==> config.mk <==
export PLATFORM = sky130hd
export DESIGN_NAME = alu_branch_unit
export DESIGN_NICKNAME = d
export VERILOG_FILES = /design/src/rtl/alu_pkg.sv /design/src/rtl/alu_ctrl_dec.sv /design/src/rtl/alu_branch_unit.sv
export SDC_FILE = /design/constraint.sdc
export NUM_CORES = 1
export LEC_CHECK = 0
export ABC_CLOCK_PERIOD_IN_PS = 1800
export CELL_PAD_IN_SITES_DETAIL_PLACEMENT = 0
export CELL_PAD_IN_SITES_GLOBAL_PLACEMENT = 1
export CORE_ASPECT_RATIO = 0.75
export CORE_UTILIZATION = 35
export CTS_CLUSTER_DIAMETER = 40
export DETAILED_ROUTE_END_ITERATION = 10
export PLACE_DENSITY = 0.78
export SETUP_SLACK_MARGIN = 0.4
export SLEW_MARGIN = 20
export SYNTH_ARGS = -nofsm -noshare
export SYNTH_HDL_FRONTEND = slang
export SYNTH_SLANG_ARGS = --single-unit
==> constraint.sdc <==
create_clock -name clk -period 1.8 [get_ports clk]
set_clock_uncertainty 0.2 [all_clocks]
set_input_delay 0.36 -clock clk [delete_from_list [all_inputs] [get_ports clk]]
set_output_delay 0.36 -clock clk [all_outputs]
set_load 0.03 [all_outputs]
==> src/rtl/alu_pkg.sv <==
// Shared constants for the ALU / branch unit:
// control codes, main-control op classes and R-type funct values.
package alu_pkg;

  localparam logic [3:0] ALU_AND = 4'b0000;
  localparam logic [3:0] ALU_OR  = 4'b0001;
  localparam logic [3:0] ALU_ADD = 4'b0010;
  localparam logic [3:0] ALU_SUB = 4'b0110;
  localparam logic [3:0] ALU_SLT = 4'b0111;
  localparam logic [3:0] ALU_NOR = 4'b1100;

  localparam logic [1:0] OP_ADD   = 2'b00;
  localparam logic [1:0] OP_SUB   = 2'b01;
  localparam logic [1:0] OP_RTYPE = 2'b10;
  localparam logic [1:0] OP_OR    = 2'b11;

  localparam logic [5:0] FN_ADD = 6'b100000;
  localparam logic [5:0] FN_SUB = 6'b100010;
  localparam logic [5:0] FN_AND = 6'b100100;
  localparam logic [5:0] FN_OR  = 6'b100101;
  localparam logic [5:0] FN_SLT = 6'b101010;
  localparam logic [5:0] FN_NOR = 6'b100111;

  // Map an R-type funct field to its control code;
  // unknown encodings fall back to ADD.
  function automatic logic [3:0] funct_to_ctrl(
    input logic [5:0] fn
  );
    logic [3:0] c;
    c = ALU_ADD;
    case (fn)
      FN_ADD:  c = ALU_ADD;
      FN_SUB:  c = ALU_SUB;
      FN_AND:  c = ALU_AND;
      FN_OR:   c = ALU_OR;
      FN_SLT:  c = ALU_SLT;
      FN_NOR:  c = ALU_NOR;
      default: c = ALU_ADD;
    endcase
    return c;
  endfunction

endpackage

==> src/rtl/alu_ctrl_dec.sv <==
// ALU control decoder: main-control op class plus
// funct field to a 4-bit ALU control code.
module alu_ctrl_dec
  import alu_pkg::*;
(
  input  logic [1:0] alu_op,
  input  logic [5:0] funct,
  output logic [3:0] alu_ctrl
);

  // Op class selects a fixed code; R-type defers to funct.
  always_comb begin
    alu_ctrl = ALU_ADD;
    unique case (alu_op)
      OP_ADD:   alu_ctrl = ALU_ADD;
      OP_SUB:   alu_ctrl = ALU_SUB;
      OP_OR:    alu_ctrl = ALU_OR;
      OP_RTYPE: alu_ctrl = funct_to_ctrl(funct);
    endcase
  end

endmodule

==> src/rtl/alu_branch_unit.sv <==
// ALU with registered result, zero flag and branch-taken
// flag; control decode is combinational and reset-free.
module alu_branch_unit
  import alu_pkg::*;
#(
  parameter int WIDTH = 32
) (
  input  logic             clk,
  input  logic             rst,
  input  logic [1:0]       alu_op,
  input  logic [5:0]       funct,
  input  logic [WIDTH-1:0] a,
  input  logic [WIDTH-1:0] b,
  input  logic             branch,
  output logic [3:0]       alu_ctrl,
  output logic [WIDTH-1:0] result,
  output logic             zero,
  output logic             pc_src
);

  logic [WIDTH-1:0] result_d, result_q;
  logic             zero_d, zero_q;
  logic             pc_src_d, pc_src_q;
  logic             slt;

  alu_ctrl_dec u_dec (
    .alu_op   (alu_op),
    .funct    (funct),
    .alu_ctrl (alu_ctrl)
  );

  // Datapath: evaluate the selected operation; add/sub wrap.
  always_comb begin
    slt      = $signed(a) < $signed(b);
    result_d = '0;
    case (alu_ctrl)
      ALU_AND: result_d = a & b;
      ALU_OR:  result_d = a | b;
      ALU_ADD: result_d = a + b;
      ALU_SUB: result_d = a - b;
      ALU_SLT: result_d = {{(WIDTH-1){1'b0}}, slt};
      ALU_NOR: result_d = ~(a | b);
      default: result_d = '0;
    endcase
    zero_d   = (result_d == '0);
    pc_src_d = branch & zero_d;
  end

  // Output registers; reset discards any pending result.
  always_ff @(posedge clk or posedge rst) begin
    if (rst) begin
      result_q <= '0;
      zero_q   <= 1'b0;
      pc_src_q <= 1'b0;
    end else begin
      result_q <= result_d;
      zero_q   <= zero_d;
      pc_src_q <= pc_src_d;
    end
  end

  assign result = result_q;
  assign zero   = zero_q;
  assign pc_src = pc_src_q;

endmodule

=== Word level (Yosys, flattened, before mapping) ===
Index checks and enable logic that the tools add are counted.

* Add/sub/neg operators: 2
* Magnitude comparators: 1
* Eq/ne operators: 13
* Muxes and demuxes: 3
* Bitwise logic cells: 4
* Reduce and logical (&&, ||, !) cells: 3

{| class="wikitable"
|+ Operator list
! operator !! number
|-
| case mux 32 bit (6 select lines) || 1
|-
| adder 32 bit || 1
|-
| AND 32 bit || 1
|-
| zero test 32 bit || 1
|-
| < comparator 32 bit || 1
|-
| NOT 32 bit || 1
|-
| bitwise OR 32 bit || 1
|-
| subtractor 32 bit || 1
|-
| == test 6 bit, second input constant || 5
|-
| case mux 4 bit (5 select lines) || 1
|-
| case mux 4 bit (4 select lines) || 1
|-
| == test 4 x 3 -> 1 bit, second input constant || 2
|-
| == test 2 bit, second input constant || 2
|-
| == test 4 x 1 -> 1 bit, second input constant || 1
|-
| == test 4 x 2 -> 1 bit, second input constant || 1
|-
| == test 4 bit, second input constant || 1
|-
| zero test 4 bit || 1
|-
| == test 2 x 1 -> 1 bit, second input constant || 1
|-
| zero test 2 bit || 1
|-
| AND 1 bit || 1
|}

* Flip-flop bits (word level): 34
* Output and inout bits: 38

=== Logic depth before layout (Yosys ltp) ===
Gate-level depths: netlist of the first run.

* Depth in word-level cells: 7
* Gate-level depth with buffers: 16
* Gate-level depth less buffers: 15

=== Hierarchy ===
From an unflattened synthesis of the first run, not the netlist that was laid out.

* Cells, all modules: 982
* Area total of the unflattened synthesis: 7061.8 µm²

{| class="wikitable"
|+ By module, submodules not included
! module !! instances !! cells each !! area an instance (µm²)
|-
| alu_branch_unit || 1 || 968 || 6946.7
|-
| alu_ctrl_dec || 1 || 14 || 115.1
|}

=== Worst setup path after synthesis of the first run ===
No wires, ideal clock.

* Path kind: in2reg
* Start point: input a[0]
* End point: register pc_src_q (netlist: pc_src)
* Setup time: 0.096 ns
* Arrival time: 4.332 ns
* Setup slack: -2.827 ns
* Stages: 14
* Path through: ha_1 inv_1 fa_1 nand2b_1 a2111oi_4 o21ai_1 o31ai_2 o221ai_1 a221o_1 or4_1 or3_1 or4_1 or4_4 nor4_2

{| class="wikitable"
|+ RTL lines
! what !! line !! text
|-
| from (decl) || alu_branch_unit.sv:12 || <nowiki>input logic [WIDTH-1:0] a,</nowiki>
|-
| subtractor 32 bit or adder 32 bit (tied branches) || alu_branch_unit.sv:40, alu_branch_unit.sv:39 ||
|-
| case mux 32 bit (6 select lines) * || alu_branch_unit.sv:36 || <nowiki>case (alu_ctrl)</nowiki>
|-
| net result_d[12] || alu_branch_unit.sv:21 || <nowiki>logic [WIDTH-1:0] result_d, result_q;</nowiki>
|-
| zero test 32 bit * || alu_branch_unit.sv:45 || <nowiki>zero_d = (result_d == '0);</nowiki>
|-
| AND 1 bit * || alu_branch_unit.sv:46 || <nowiki>pc_src_d = branch & zero_d;</nowiki>
|-
| net pc_src_d || alu_branch_unit.sv:23 || <nowiki>logic pc_src_d, pc_src_q;</nowiki>
|-
| to (signal assigned) || alu_branch_unit.sv:58 || <nowiki>pc_src_q <= pc_src_d;</nowiki>
|-
| to (decl) || alu_branch_unit.sv:23 ||
|}

Mark *: on every way through the listed nets, which the timed path passes. The rest lies on a longest branch.

=== Final worst setup path of the first run ===
Ends and elaborated chain as after synthesis.

==> results.md, run 1 <==
* Num Clock Sinks at 34
* Crit Path Class: in -> reg
* Startpoint types: primary input
* Setup ws final at -2.625 ns
* Fin cells at 1724
* Rel. slew slack at 68.23%
* Routed wire per std cell at 20.53 um
* Place WS at -3.669 ns
* Fin crit share at 245.8%
* Async S/R FF share, synth at 100.0%
* Critical path endpoint category: flip-flop
* Share of layout cells above drive strength 1 at 61.00%
* Pwr per Cell Area at 510.3 nW/um^2
* Ports at 113
* Worst min-delay path class: in -> async
* Synth Register Bits at 34
* Highest clock rate at 226.0 MHz
* CORE AREA at 17970 sq um
* Fillers at 1227
* Initial drt markers at 921
* Post-DP HPWL at 25.24 mm
* Drt via density at 5.669
* DRC viols at 0
* Clock buffer count from CTS at 5
* Largest family of logic cells by synthesized area: compound AO/OA/AOI/OAI gates
* Vias post-DR at 9774
* CP Cell Sequence: buf_8 > ha_4 > inv_2 > fa_2 > nand2b_4 > a2111oi_4 > buf_4 > o21ai_4 > o31ai_4 > o221ai_2 > a221o_1 > or4_1 > or3_4 > or4_4 > or4_4 > nor4_4
* Final setup violation count at 37
* Top_reg_cell synth: dfrtp_1
* Unique masters post-synth at 82
* Worst endpoint required time at 1.80 ns
* TritonRoute pass-1 iters at 5
* GR peak layer: met2
* Area Growth Syn to Fin at 114.7%
* Synth Area in Simple Gates at 21.45%
* Die area at 19270 sq um
* Final Hold Fails at 0
* CP max FO at 3
* Met2 GRT Util at 52.72%
* Mapped Cells at 921
* Peak VDD IR at 331.4 uV
* Clock Pin Slew Worst Setup and Hold Paths at 0.06 ns
* Fin nets at 1659
* Row count at 42
* Pin count of the biggest net entering global routing at 35
* Seq/Total Area, Yosys at 12.99%
* Synth Area in Compound Gates at 34.33%
* Adder-Cell Fraction of Synth Area at 19.90%
* EDFF count, synth at 0
* Die W at 160.0 um
* GRT overflow at 0
* Avg Cell Area, Syn at 7.112 sq um
* Data arrival, critical path at 4.42 ns
* Root Buffer: clkbuf_16
* Final antenna-violating net count at 0
* First-pass GRT wire length at 51.52 mm
* GP Congestion at 0.9630
* GRT Util Overall at 34.35%
* Placed cell count at 1624
* Syn_nets at 1099
* Crit path largest cell delay at 0.52 ns
* Pwr Total at 7.175 mW
* Static Leak at 6.423 nW
* Slew Limit Fails at 0
* Failing checks: setup timing
* Crit-path most repeated cell: or4_4
* # Max-Cap Violations at 0
* Die Span Y at 120.5 um
* Worst-Margin Slew at 0.4704 ns
* Setup repair after global routing missed its margin: yes
* Mapped Area at 6550 sq um
* CP max-delay cell: or4_1
* CTS tree: built
* Vias in the first global route at 9361
* Multi-input gate area at 7216 sq um
* Status: complete, but fails checks
* Grt met1 use at 48.52%
* Final min period at 4.425 ns
* Reg area at 850.8 sq um
* YS warnings at 0
* # H-tree levels at 2
* Post-synthesis mux area share at 0.9360%
* Xor-xnor portion of the synthesized cell area at 1.872%
* Starting Density at 36.45%
* Number of diodes at 0
* GRT met3 Usage at 5.969%
* Number of port buffers at 112
* Routed WL at 35.40 mm
* Clock Path Buffers at 2
* Initial antenna violation count at 0
-- flip-flops by register name, summed over array words and instances (netlist names) --
name,cells
pc_src,1
result,32
zero,1
-- Yosys cell counts, types with 5 or more instances --
cell      instances  area [sq um]
o21bai_1         11         82.58
o221ai_1          8         70.07
a221oi_1         21         183.9
a211oi_1          5         37.54
ha_1            101          1264
a31oi_1          12         75.07
nor3_1           25         125.1
o22ai_1           7         43.79
xnor2_1          11         96.34
buf_1             5         18.77
nor2b_1           8         50.05
o21ai_0          54         270.3
nor4_1           13         81.33
mux2i_1           5         50.05
nand2_1          73         274.0
nand2b_1          8         50.05
nand3_1          16         80.08
dfrtp_1          34         850.8
a21oi_1          81         405.4
and2_1            5         31.28
nor2_1           95         356.6
a22oi_1          10         75.07
o211ai_1         25         187.7
or2_2             6         37.54
nand4_1          10         62.56
a211o_1           6         52.55
a21o_1           12         90.09
or4_1             7         52.55
o31ai_1          13         97.59
clkbuf_1         39         146.4
inv_1            98         367.9
-- how the worst max path moves through the flow --
stage | startpoint | end
2_1_floorplan | a[0] | pc_src$_DFF_PP0_
3_3_place_gp | a[9] | pc_src$_DFF_PP0_
3_5_place_dp | a[9] | pc_src$_DFF_PP0_
4_1_cts | a[0] | pc_src$_DFF_PP0_
5_1_grt | a[0] | pc_src$_DFF_PP0_
6_report | a[0] | pc_src$_DFF_PP0_
-- final cells by class --
cell class              count  share of cell area [%]
multi-input cells         739                   51.32
repair buffers            599                   36.07
flip-flops and latches     34                   6.051
inverters                 102                   3.222
well taps                 242                   2.154
clock buffers               6                  0.9166
clock inverters             2                  0.2670
-- logic make-up (layout without fill, tap and decap cells) --
family                   count (synthesis)  after routing
AND/OR/NAND/NOR                        291            291
AO/OA/AOI/OAI                          325            325
flip-flops                              34             34
adder cells (fa/ha/maj)                103            103
buffers and inverters                  148            709
XOR/XNOR                                14             14
multiplexers                             6              6
-- worst max-delay path: cells and delay by family --
kind	cells	cell delay, ns
simple gates	6	2.12
compound gates	5	1.10
fa+ha+maj	2	0.49
buf+inv	3	0.35
-- cell usage in the layout, fill, tap and decap left out, types with 11 or more instances in the layout --
cell type        netlist  layout
a21o_1                12      11
a21oi_1               81      43
a21oi_2                1      24
a21oi_4                0      15
buf_2                  2      21
buf_4                  0     408
buf_6                  0     112
buf_8                  0      14
clkdlybuf4s50_1        0      12
dfrtp_1               34      34
dlygate4sd2_1          0      14
ha_1                 101      57
ha_4                   0      37
inv_1                 98      43
inv_2                  4      40
inv_4                  0      12
nand2_1               73      62
nand3_1               16      12
nor2_1                95      76
nor2_4                 0      13
nor3_1                25      13
o211ai_1              25      25
o21ai_0               54      24
o21ai_1                1      12
-- report_power, final --
part           switching [mW]  total (mW)  leakage, nW  internal [mW]
clock network           0.382        1.04       0.0771          0.655
registers              0.0500       0.940        0.392          0.890
logic                    2.64        5.20         5.95           2.56
-- layer usage --
layer | wire, um | vias up
met4 | 907 | 0
met1 | 15960 | 4653
li1 | - | 4496
met5 | 0 | -
met3 | 2959 | 87
met2 | 15570 | 538
-- stage by stage --
stage	TNS, ns	utilization, %	hold slack [ns]	instance area, sq um
4_1_cts	-33.62	73.53	0.2409	13220
2_1_floorplan	-24.28	-	0.2790	7008
3_3_place_gp	-66.05	62.10	0.5345	11160
3_5_place_dp	-66.41	62.10	0.5412	11160
6_report	-36.94	78.23	0.2342	14060
5_1_grt	-38.83	78.23	0.2808	14060
-- what timing repair did --
item                                    4_1_cts  5_1_grt
gates cloned                                  1        0
endpoints found under the setup margin       72       69
resized for setup                           658      252
pin swaps                                   113       76
setup buffers                                58       33
hold buffers                                  0        0
Power figures use the tool's default switching activity.
==> run 2: changes to the inputs <==
Settings changed: SETUP_SLACK_MARGIN 0.4 to 0.3.
==> run 2 against run 1 <==
The run still ends with setup timing left; cell area down 0.28%; die area unchanged; maximum frequency about the same; routed wire length down 0.30%; sequential cell count unchanged; critical endpoint unchanged.
==> results.md, run 2 (synthesis gave the netlist of run 1 again) <==
* Worst-Margin Slew at 0.4484 ns (was 0.4704 ns)
* Clock Pin Slew Worst Setup and Hold Paths at 0.06 ns (about the same)
* Clock buffer count from CTS at 5 (unchanged)
* # H-tree levels at 2 (unchanged)
* Fin nets at 1659 (unchanged)
* Number of port buffers at 112 (unchanged)
* Vias post-DR at 9797 (was 9774)
* Post-route cell area at 14020 sq um (was 14060 sq um)
* Placement Cell Area at 11160 sq um (unchanged)
* Final min period at 4.426 ns (was 4.425 ns)
* Most frequent cells in the layout: buf_4, buf_6, nor2_1, nand2_1, ha_1 (unchanged)
* Failing checks: setup timing (unchanged)
* Ports at 113 (unchanged)
* Root Buffer: clkbuf_16 (unchanged)
* Hold_ws at 0.2349 ns (was 0.2342 ns)
* Fillers at 1236 (was 1227)
* GP Congestion at 0.9630 (unchanged)
* GRT overflow at 0 (unchanged)
* # Max-Cap Violations at 0 (unchanged)
* Vias in the first global route at 9375 (was 9361)
* Static Leak at 6.494 nW (was 6.423 nW)
* Routed wire per std cell at 20.47 um (was 20.53 um)
* Pin count of the biggest net entering global routing at 35 (unchanged)
* Pwr Total at 7.090 mW (was 7.175 mW)
* DRC viols at 0 (unchanged)
* Critical path endpoint category: flip-flop (unchanged)
* TritonRoute pass-1 iters at 5 (unchanged)
* Number of diodes at 0 (unchanged)
* Hold Buf Count CTS at 0 (unchanged)
* Drt via density at 5.683 (was 5.669)
* Starting Density at 36.45% (unchanged)
* CTS tree: built (unchanged)
* Initial antenna violation count at 0 (unchanged)
* Final antenna-violating net count at 0 (unchanged)
* Die area at 19270 sq um (unchanged)
* Die Span Y at 120.5 um (unchanged)
* Startpoint types: primary input (unchanged)
* Area Growth Syn to Fin at 114.0% (was 114.7%)
* Setup_tns at -36.87 ns (was -36.94 ns)
* Routed WL at 35.29 mm (was 35.40 mm)
* Placed cell count at 1624 (unchanged)
* Crit Path Class: in -> reg (unchanged)
* Final Hold Fails at 0 (unchanged)
* Fin util at 78.01% (was 78.23%)
* Row count at 42 (unchanged)
* Place WS at -3.669 ns (unchanged)
* Post-DP HPWL at 25.24 mm (unchanged)
* Most common cell after layout, fill and taps aside: buf_4 (unchanged)
* Peak VDD IR at 330.9 uV (was 331.4 uV)
* Worst endpoint required time at 1.80 ns (about the same)
* Slew Limit Fails at 0 (unchanged)
* Fin crit share at 245.9% (was 245.8%)
* Pwr per Cell Area at 505.7 nW/um^2 (was 510.3 nW/um^2)
* Num Clock Sinks at 34 (unchanged)
* CORE AREA at 17970 sq um (unchanged)
* Max reg flops at 32 (unchanged)
* Setup repair after global routing missed its margin: yes (unchanged)
* Status: complete, but fails checks (unchanged)
* Data arrival, critical path at 4.42 ns (about the same)
* Clock Path Buffers at 2 (unchanged)
* Highest clock rate at 225.9 MHz (was 226.0 MHz)
* CP max FO at 3 (unchanged)
* Final setup violation count at 37 (unchanged)
* Die W at 160.0 um (unchanged)
* Share of layout cells above drive strength 1 at 60.19% (was 61.00%)
* Fin cells at 1724 (unchanged)
* First-pass GRT wire length at 51.57 mm (was 51.52 mm)
* GRT Util Overall at 34.38% (was 34.35%)
* Worst min-delay path class: in -> async (unchanged)
* Initial drt markers at 909 (was 921)
* Rel. slew slack at 69.79% (was 68.23%)
* Setup ws final at -2.626 ns (was -2.625 ns)
-- run 2: cell count changes in the layout (fill, tap and decap cells not counted) --
cell	before	now
buf_2	21	38
dlymetal6s2s_1	1	13
buf_4	408	396
buf_6	112	96
clkbuf_2	5	4
-- run 2: final timing paths --
path	end	start	cells after the start	slack, ns
setup / recovery	pc_src$_DFF_PP0_	a[0]	16	-2.63
hold / removal	result[29]$_DFF_PP0_	rst	3	0.23
max in group asynchronous	result[24]$_DFF_PP0_	rst	3	0.96
min in group clk	result[0]$_DFF_PP0_	alu_op[1]	4	0.39
-- run 2: power by group --
part | leakage [nW] | switching, mW | internal, mW
registers | 0.392 | 0.0325 | 0.889
logic | 6.02 | 2.64 | 2.49
clock network | 0.0771 | 0.386 | 0.655
-- run 2: worst max-delay path, stage by stage --
cell and delay [ns]:
buf_8 0.09, ha_4 0.13, inv_2 0.04, fa_2 0.36
nand2b_4 0.16, a2111oi_4 0.30, buf_4 0.22, o21ai_4 0.08
o31ai_4 0.23, o221ai_2 0.14, a221o_1 0.35, or4_1 0.52
or3_4 0.34, or4_4 0.49, or4_4 0.47, nor4_4 0.14
-- run 2: layer usage --
layer | vias up | share of wire, % | wire [um] | GRT usage [%]
li1 | 4507 | - | - | -
met1 | 4698 | 45 | 15970 | 48.52
met2 | 500 | 44 | 15470 | 52.80
met3 | 92 | 8.3 | 2920 | 6.003
met4 | 0 | 2.6 | 935 | 11.01
met5 | - | 0 | 0 | 0
-- run 2: what timing repair did --
item | in CTS | in global routing
buffers inserted | 58 | 33
endpoints found under the hold margin | 0 | 0
pin swaps | 113 | 76
resized for setup | 658 | 172
cloned | 1 | 0
setup endpoints to repair | 72 | 56
-- run 2: final cells by class --
| type | count | area [sq um] | share of cell area [%] |
|---|---|---|---|
| Clock buffer | 6 | 128.9 | 0.9192 |
| Sequential cell | 34 | 850.8 | 6.069 |
| Clock inverter | 2 | 37.54 | 0.2677 |
| Inverter | 102 | 452.9 | 3.231 |
| Multi-Input combinational cell | 739 | 7216 | 51.47 |
| Tap cell | 242 | 302.8 | 2.160 |
| Timing Repair Buffer | 599 | 5031 | 35.89 |
==> run 3: changes to the inputs <==
Settings changed: CTS_BUF_LIST from default to sky130_fd_sc_hd__clkbuf_8.
==> run 3 against run 2 <==
The flow still finishes with violations (setup timing); sequential share of layout area barely moved; first-iteration DRC count shrank 7.9%; total power fell by 4.1%; maximum frequency grew 2.3%; sequential cell count unchanged; sequential power about the same; via count down 0.19%; cell count rose by 0.35%; critical path type unchanged.
==> results.md, run 3 (synthesis gave the netlist of run 1 again) <==
* Status: complete, but fails checks (unchanged)
* Failing checks: setup timing (unchanged)
* Die W at 160.0 um (unchanged)
* CTS tree: built (unchanged)
* Pin count of the biggest net entering global routing at 35 (unchanged)
* Data arrival, critical path at 4.35 ns (was 4.42 ns)
* Routed wire per std cell at 20.41 um (was 20.47 um)
* Root Buffer: clkbuf_8 (was clkbuf_16)
* # H-tree levels at 2 (unchanged)
* Slew Limit Fails at 0 (unchanged)
* CORE AREA at 17970 sq um (unchanged)
* Static Leak at 6.424 nW (was 6.494 nW)
* TritonRoute pass-1 iters at 5 (unchanged)
* Number of diodes at 0 (unchanged)
* Initial antenna violation count at 0 (unchanged)
* Final antenna-violating net count at 0 (unchanged)
* Clock buffer count from CTS at 5 (unchanged)
* Share of layout cells above drive strength 1 at 62.03% (was 60.19%)
* Max reg flops at 32 (unchanged)
* Starting Density at 36.45% (unchanged)
* Vias post-DR at 9778 (was 9797)
* Clock Path Buffers at 2 (unchanged)
* Area Growth Syn to Fin at 112.9% (was 114.0%)
* Most common cell after layout, fill and taps aside: buf_4 (unchanged)
* Ports at 113 (unchanged)
* Final Hold Fails at 0 (unchanged)
* Routed WL at 35.31 mm (was 35.29 mm)
* Die area at 19270 sq um (unchanged)
* Startpoint types: primary input (unchanged)
* Post-DP HPWL at 25.24 mm (unchanged)
* Reg area at 850.8 sq um (unchanged)
* Fillers at 1243 (was 1236)
* Critical path endpoint category: flip-flop (unchanged)
* Most frequent cells in the layout: buf_4, buf_6, nor2_1, nand2_1, ha_1 (unchanged)
* Worst endpoint required time at 1.83 ns (was 1.80 ns)
* Worst-Margin Slew at 0.5072 ns (was 0.4484 ns)
* Drt via density at 5.652 (was 5.683)
* Initial drt markers at 837 (was 909)
* Setup repair after global routing missed its margin: yes (unchanged)
* Pwr Total at 6.798 mW (was 7.090 mW)
* GRT overflow at 0 (unchanged)
* # Max-Cap Violations at 0 (unchanged)
* CP max FO at 2 (was 3)
* GP Congestion at 0.9630 (unchanged)
* Clock Pin Slew Worst Setup and Hold Paths at 0.09 ns (was 0.06 ns)
* Number of port buffers at 112 (unchanged)
* Multi-input gate area at 7236 sq um (was 7216 sq um)
* DRC viols at 0 (unchanged)
* Num Clock Sinks at 34 (unchanged)
* Row count at 42 (unchanged)
* Setup_tns at -34.61 ns (was -36.87 ns)
* Peak VDD IR at 272.4 uV (was 330.9 uV)
* Fin crit share at 240.3% (was 245.9%)
* Fin nets at 1665 (was 1659)
* Pwr per Cell Area at 487.6 nW/um^2 (was 505.7 nW/um^2)
* Setup ws final at -2.525 ns (was -2.626 ns)
* Rel. slew slack at 65.90% (was 69.79%)
* Die Span Y at 120.5 um (unchanged)
* Crit Path Class: in -> reg (unchanged)
* Worst min-delay path class: in -> async (unchanged)
* Final min period at 4.325 ns (was 4.426 ns)
* Vias in the first global route at 9447 (was 9375)
* First-pass GRT wire length at 51.85 mm (was 51.57 mm)
* Final setup violation count at 38 (was 37)
* GRT Util Overall at 34.58% (was 34.38%)
* Highest clock rate at 231.2 MHz (was 225.9 MHz)
==> run 3: cell types whose count changed in the layout (fill, tap and decap cells not counted), sizes merged <==
| cell | before | now |
|---|---|---|
| clkdlybuf4s15 | 9 | 1 |
| inv | 101 | 102 |
| buf | 547 | 567 |
| dlymetal6s2s | 13 | 1 |
| clkbuf | 10 | 13 |
| dlygate4sd2 | 14 | 16 |
==> run 3: repair_timing <==
item                       4_1_cts  5_1_grt
setup endpoints to repair       72       38
hold buffers                     0        0
pin swaps                      114       82
gates cloned                     1        0
gates resized for setup        739      166
setup buffers                   60       37
==> run 3: how the worst max path moves through the flow <==
| stage | slack, ns | startpoint | endpoint | depth (start not counted) |
|---|---|---|---|---|
| after global placement | -3.71 | a[9] | pc_src$_DFF_PP0_ | 17 |
| final | -2.52 | a[0] | pc_src$_DFF_PP0_ | 16 |
| after global routing | -2.65 | a[0] | zero$_DFF_PP0_ | 18 |
| after CTS | -2.57 | a[0] | pc_src$_DFF_PP0_ | 16 |
| after floorplan | -2.62 | a[0] | pc_src$_DFF_PP0_ | 14 |
| after detailed placement | -3.67 | a[9] | pc_src$_DFF_PP0_ | 17 |
==> run 3: metrics by stage <==
step | setup slack (ns) | hold WS, ns | utilization [%] | cell area (sq um) | cells
6_report | -2.525 | 0.1934 | 77.58 | 13940 | 1730
5_1_grt | -2.647 | 0.2408 | 77.58 | 13940 | 1730
4_1_cts | -2.573 | 0.2055 | 72.79 | 13080 | 1693
3_5_place_dp | -3.669 | 0.5412 | 62.10 | 11160 | 1624
3_3_place_gp | -3.706 | 0.5345 | 62.10 | 11160 | 1624
2_1_floorplan | -2.620 | 0.2790 | - | 7008 | 921
==> run 3: worst max-delay path, stage by stage <==
cell and delay (ns):
buf_8 0.09, inv_4 0.04, ha_4 0.16, fa_2 0.35
o21bai_1 0.14, buf_4 0.17, nand3_4 0.10, a211oi_4 0.30
nor2_2 0.09, a221o_1 0.32, a221o_1 0.32, or4_1 0.47
or3_4 0.34, or4_4 0.49, or4_4 0.47, nor4_4 0.14
==> run 3: final cells by class <==
cell class | count | area share [%]
clock buffers | 5 | 0.4936
clock inverters | 3 | 0.2962
inverters | 102 | 3.285
multi-input cells | 739 | 51.90
flip-flops and latches | 34 | 6.102
well taps | 242 | 2.172
repair buffers | 605 | 35.75
==> run 3: layer usage <==
layer	routed length, um	global-route usage, %	vias to the layer above
met1	15980	48.27	4700
met5	0	0	-
li1	-	-	4518
met2	15430	53.34	479
met4	918	10.65	0
met3	2978	6.861	81
==> run 3: report_power, final <==
part	internal (mW)	total [mW]	switching, mW	leakage, nW
clock network	0.408	0.767	0.359	0.0556
registers	0.888	0.920	0.0325	0.392
logic	2.47	5.11	2.65	5.98
